===== src/rtl/fetch_stage.sv =====
// -----------------------------------------------------------------------------
// fetch_stage
//
// Instruction-fetch stage. Holds the PC, presents it as the byte address to a
// combinational instruction memory and pushes each returned {pc, ins} pair into
// a 2-entry FIFO that feeds decode over a valid/ready handshake. A redirect from
// EX flushes the FIFO and restarts fetch at the (word-aligned) target.
//
// Parameters
//   RESET_PC  PC loaded on reset (bits [1:0] expected to be zero)
//   CNT_W     width of the accepted-instruction counter
//
// Ports
//   clk, rst        rising-edge clock, asynchronous active-high reset
//   imem_addr       byte address to instruction memory (the PC register)
//   imem_ins        instruction word returned in the same cycle
//   redirect_valid  EX requests a PC change
//   redirect_pc     redirect target, low two bits ignored
//   out_valid       FIFO head holds an instruction
//   out_ready       decode accepts the head this cycle
//   out_pc/out_ins  head instruction PC and word
//   out_npc         out_pc + 4
//   fetch_cnt       number of instructions accepted by decode (wraps)
// -----------------------------------------------------------------------------
module fetch_stage #(
   parameter logic [31:0] RESET_PC = 32'h0000_0000,
   parameter int unsigned CNT_W    = 32
) (
   input  logic             clk,
   input  logic             rst,
   output logic [31:0]      imem_addr,
   input  logic [31:0]      imem_ins,
   input  logic             redirect_valid,
   input  logic [31:0]      redirect_pc,
   output logic             out_valid,
   input  logic             out_ready,
   output logic [31:0]      out_pc,
   output logic [31:0]      out_ins,
   output logic [31:0]      out_npc,
   output logic [CNT_W-1:0] fetch_cnt
);

   typedef enum logic [1:0] {
      StBoot,
      StFetch,
      StStall
   } state_e;

   state_e           state_q,    state_d;
   logic [31:0]      pc_q,       pc_d;
   logic [1:0]       cnt_q,      cnt_d;
   // The head entry doubles as the registered output, so out_* never depend
   // combinationally on inputs.
   logic [31:0]      head_pc_q,  head_pc_d;
   logic [31:0]      head_ins_q, head_ins_d;
   logic [31:0]      head_npc_q, head_npc_d;
   logic [31:0]      tail_pc_q,  tail_pc_d;
   logic [31:0]      tail_ins_q, tail_ins_d;
   logic [CNT_W-1:0] fetch_cnt_q, fetch_cnt_d;

   logic        pop;
   logic        push;
   logic [31:0] pc_plus4;
   logic [31:0] tail_npc;

   assign pc_plus4 = pc_q + 32'd4;
   assign tail_npc = tail_pc_q + 32'd4;

   assign pop  = (cnt_q != 2'd0) & out_ready;
   // A full FIFO may still take a new entry when the head leaves on the same edge.
   assign push = (state_q == StFetch) & ~redirect_valid & ((cnt_q != 2'd2) | pop);

   always_comb begin
      state_d     = state_q;
      pc_d        = pc_q;
      cnt_d       = cnt_q;
      head_pc_d   = head_pc_q;
      head_ins_d  = head_ins_q;
      head_npc_d  = head_npc_q;
      tail_pc_d   = tail_pc_q;
      tail_ins_d  = tail_ins_q;
      fetch_cnt_d = fetch_cnt_q;

      // A pop on a redirect edge still reached decode, so it is counted.
      if (pop) begin
         fetch_cnt_d = fetch_cnt_q + CNT_W'(1);
      end

      if (redirect_valid) begin
         // Head registers keep their stale values; out_valid drops via cnt.
         state_d = StFetch;
         cnt_d   = 2'd0;
         pc_d    = {redirect_pc[31:2], 2'b00};
      end else begin
         unique case (state_q)
            StBoot:  state_d = StFetch;
            StFetch: state_d = StFetch;
            StStall: if (pop) state_d = StFetch;
            default: state_d = StBoot;
         endcase

         if (push) begin
            pc_d = pc_plus4;
         end

         case ({pop, push})
            2'b10: begin
               cnt_d = cnt_q - 2'd1;
               if (cnt_q == 2'd2) begin
                  head_pc_d  = tail_pc_q;
                  head_ins_d = tail_ins_q;
                  head_npc_d = tail_npc;
               end
            end
            2'b01: begin
               cnt_d = cnt_q + 2'd1;
               if (cnt_q == 2'd0) begin
                  head_pc_d  = pc_q;
                  head_ins_d = imem_ins;
                  head_npc_d = pc_plus4;
               end else begin
                  tail_pc_d  = pc_q;
                  tail_ins_d = imem_ins;
               end
            end
            2'b11: begin
               // Count unchanged; shift the tail forward when full to keep order.
               if (cnt_q == 2'd2) begin
                  head_pc_d  = tail_pc_q;
                  head_ins_d = tail_ins_q;
                  head_npc_d = tail_npc;
                  tail_pc_d  = pc_q;
                  tail_ins_d = imem_ins;
               end else begin
                  head_pc_d  = pc_q;
                  head_ins_d = imem_ins;
                  head_npc_d = pc_plus4;
               end
            end
            default: ;
         endcase

         if ((state_q == StFetch) && (cnt_d == 2'd2)) begin
            state_d = StStall;
         end
      end
   end

   always_ff @(posedge clk or posedge rst) begin
      if (rst) begin
         state_q     <= StBoot;
         pc_q        <= RESET_PC;
         cnt_q       <= 2'd0;
         head_pc_q   <= 32'd0;
         head_ins_q  <= 32'd0;
         head_npc_q  <= 32'd0;
         tail_pc_q   <= 32'd0;
         tail_ins_q  <= 32'd0;
         fetch_cnt_q <= '0;
      end else begin
         state_q     <= state_d;
         pc_q        <= pc_d;
         cnt_q       <= cnt_d;
         head_pc_q   <= head_pc_d;
         head_ins_q  <= head_ins_d;
         head_npc_q  <= head_npc_d;
         tail_pc_q   <= tail_pc_d;
         tail_ins_q  <= tail_ins_d;
         fetch_cnt_q <= fetch_cnt_d;
      end
   end

   assign imem_addr = pc_q;
   assign out_valid = (cnt_q != 2'd0);
   assign out_pc    = head_pc_q;
   assign out_ins   = head_ins_q;
   assign out_npc   = head_npc_q;
   assign fetch_cnt = fetch_cnt_q;

endmodule


===== config.mk =====
export PLATFORM = sky130hd
export DESIGN_NAME = fetch_stage
export DESIGN_NICKNAME = d
export VERILOG_FILES = /design/src/rtl/fetch_stage.sv
export SDC_FILE = /design/constraint.sdc
export NUM_CORES = 1
export LEC_CHECK = 0
export CAP_MARGIN = 20
export CORE_UTILIZATION = 52
export DETAILED_ROUTE_END_ITERATION = 12
export GPL_TIMING_DRIVEN = 0
export HOLD_SLACK_MARGIN = 0.05
export MAX_ROUTING_LAYER = met4
export PLACE_DENSITY = 0.81
export SYNTH_ARGS = -nofsm -noshare
export SYNTH_HDL_FRONTEND = slang
export SYNTH_SLANG_ARGS = --single-unit

===== constraint.sdc =====
create_clock -name clk -period 8.35 [get_ports clk]
set_input_delay 0.835 -clock clk [delete_from_list [all_inputs] [get_ports clk]]
set_output_delay 0.835 -clock clk [all_outputs]
set_load 0.01 [all_outputs]

==> metrics <==
status=completed; # resized after CTS=0; RSZ-0062 raised after global routing=no; Gate power share=0.440; H-Tree Depth=1; crit-path max cell delay=990 ps; CTS sink count=221; CP max FO=10; worst hold path class=reg -> reg; Clk pwr share=0.199; die area=21600 sq um; commonest non-fill, non-tap cell in the layout=clkdlybuf4s50_1; Cell Pwr Density=367 nW/um^2; Crit. End Element=flip-flop; Seq/Total Area, Yosys=0.505; Initial Util=0.536; register bit total from synthesis=221; Final nets=1450; Slew headroom=0.215; CP required=8760 ps; largest net degree at the start of global routing=96; P_leak=0.00586 uW; Setup violations, final=0; Synth Warn #=0; internal power=3220 uW; max-capacitance violation count=0; Num CTS Buffers=24; min Tclk post-route=3370 ps; ant diodes=0; placer congestion estimate=0.965; post-DP HPWL=24000 um; Post-CTS Hold Buffers=0; GR Util All Layers=0.321; largest buffer count on any clock path=3; Hold Violations, Final=0; Peak VDD IR=0.000220 V; Pre-Repair DR Iteration Count=5; clock slew at reported path FFs=60 ps; number of post-CTS setup repair buffers=0; Rows=52; CTS tree=done; final critical-path setup slack=4980 ps; routed len/inst=20.1 um; area grow syn2layout=31.3%; CP dominant cell by count=buf_2; GR Overflow Total=0; starting DRC count in detailed routing=919; WS Path Type=in -> reg; pre-CTS setup slack=4470 ps; fillers=1585; Yosys cell types=57; CP Cell Sequence=clkdlybuf4s50_1 > nand2b_1 > a211oi_1 > buf_2 > buf_2 > mux2_2; Vias=9895; Worst EP arrival=3770 ps; antenna violations before repair=0; Core Area=20400 sq um; area of the mapped netlist=10900 sq um; number of nets with antenna violations after detailed routing=0; Flop pwr share=0.361; die extent in y=147 um; placed insts=1622; clk_lat worst skew=530 ps; clock root buffer=clkbuf_16; Top Ports=229; Sw Pwr=2060 uW; Setup crit start kind=input pin; Total Wirelength=33500 um; Finished Layout Cells=1667; Cells after Synth=1126; Post-synth ARST share=1.00; commonest non-fill, non-tap cells in the layout=clkdlybuf4s50_1, dfrtp_1, nand2_1, nor2_1, a31oi_1; Worst path slowest cell=a211oi_1; vias in the first global route=9551; fmax=297 MHz; synthesized area per cell=9.72 sq um; Sw Ratio=0.390; DRC errors left=0; top_reg_cell synth=dfrtp_1; DR vias/cell=5.94; port bufs=223; clk_skew=10.7 ps; Post-synth EDFFs=0; Chip Width=147 um; first-pass GRT wire length=52600 um; final slew viol count=0; Slew @ Worst Pin=1170 ps; Period Utilization, post-route=0.403; share of cells above drive strength 1=0.110
==> critical path, delay by kind of cell <==
kind	cells	cell delay, ps
multiplexers	1	370
AND/OR/NAND/NOR	1	270
buffers and inverters	3	1300
AO/OA/AOI/OAI	1	990
==> metal layers <==
layer | vias up | GRT usage | share of wire
met5 | - | - | 0
met4 | 0 | 0.116 | 0.034
met3 | 76 | 0.0438 | 0.083
met2 | 497 | 0.503 | 0.47
met1 | 4848 | 0.427 | 0.41
li1 | 4474 | - | -
==> kinds of logic after synthesis <==
| family | after synthesis | synth area share |
|---|---|---|
| AO/OA/AOI/OAI | 192 | 0.118 |
| XOR/XNOR | 76 | 0.0608 |
| adder cells (fa/ha/maj) | 3 | 0.00343 |
| buffers and inverters | 104 | 0.0417 |
| flip-flops | 221 | 0.505 |
| multiplexers | 67 | 0.0684 |
| other | 1 | 0.000343 |
| AND/OR/NAND/NOR | 462 | 0.202 |
==> state kept, by name (all words and copies together), names as in the netlist <==
register / cells
imem_addr: 30
tail_ins_q: 32
out_pc: 31
cnt_q: 2
state_q: 2
fetch_cnt: 32
out_ins: 32
tail_pc_q: 30
out_npc: 30
==> cell usage after synthesis (all sizes together) (4+ instances only) <==
master / number / area (sq um)
nor4: 18 / 176
nor3: 29 / 160
xnor2: 51 / 447
a221o: 14 / 140
or4: 4 / 37.5
inv: 12 / 45.0
mux2: 62 / 698
o311ai: 5 / 43.8
nor3b: 8 / 65.1
nand2: 209 / 785
or3: 7 / 43.8
o31a: 6 / 52.6
nand3: 40 / 205
o21ai: 45 / 225
nand2b: 4 / 25.0
mux2i: 5 / 50.1
nor2: 94 / 353
a22oi: 4 / 30.0
o21a: 4 / 30.0
xor2: 25 / 219
o221ai: 11 / 103
nand4: 18 / 134
a31oi: 69 / 432
buf: 33 / 188
and4: 13 / 114
o211ai: 4 / 30.0
a21oi: 13 / 65.1
clkbuf: 59 / 224
and3: 11 / 68.8
a21o: 5 / 37.5
o31ai: 5 / 47.5
dfrtp: 221 / 5530
==> power groups by stage <==
stage / clock (uW) / combinational [uW] / sequential [uW]
after floorplan: 0 / 1150 / 1950
after global placement: 0 / 2230 / 1890
after detailed placement: 0 / 2290 / 1910
after CTS: 1060 / 2310 / 1900
after global routing: 1110 / 2510 / 1960
final: 1050 / 2320 / 1910
==> cell type report <==
class	instances	area, sq um	share of cell area
clock buffers	32	681	0.0474
inverters	12	52.6	0.00366
multi-input cells	802	4960	0.345
flip-flops and latches	221	5530	0.385
well taps	270	338	0.0235
repair buffers	226	2290	0.159
plain buffers	92	412	0.0286
clock inverters	12	103	0.00714
==> final timing paths <==
check	start	depth (start not counted)	slack (ps)	end
worst min register to register	out_npc[5]	2	480	out_npc[5]
min in group asynchronous	rst	2	720	fetch_cnt[31]
worst max-delay path	out_ready	6	4980	tail_ins_q[0]
max in group asynchronous	rst	4	6470	state_q[0]
worst max register to register	cnt_q[0]	7	5220	tail_ins_q[0]
worst min-delay path	out_npc[5]	2	480	out_npc[5]
==> per-stage QoR <==
step                 util  power, uW  area [sq um]  hold WS (ps)  TNS, ps
floorplan               -       3100         11000           480        0
global placement    0.662       4120         13500           462  -299280
detailed placement  0.665       4200         13600           467        0
CTS                 0.703       5270         14400           484        0
global route        0.703       5570         14400           507        0
finish              0.703       5280         14400           481        0
(Power assumes the default switching activity.)
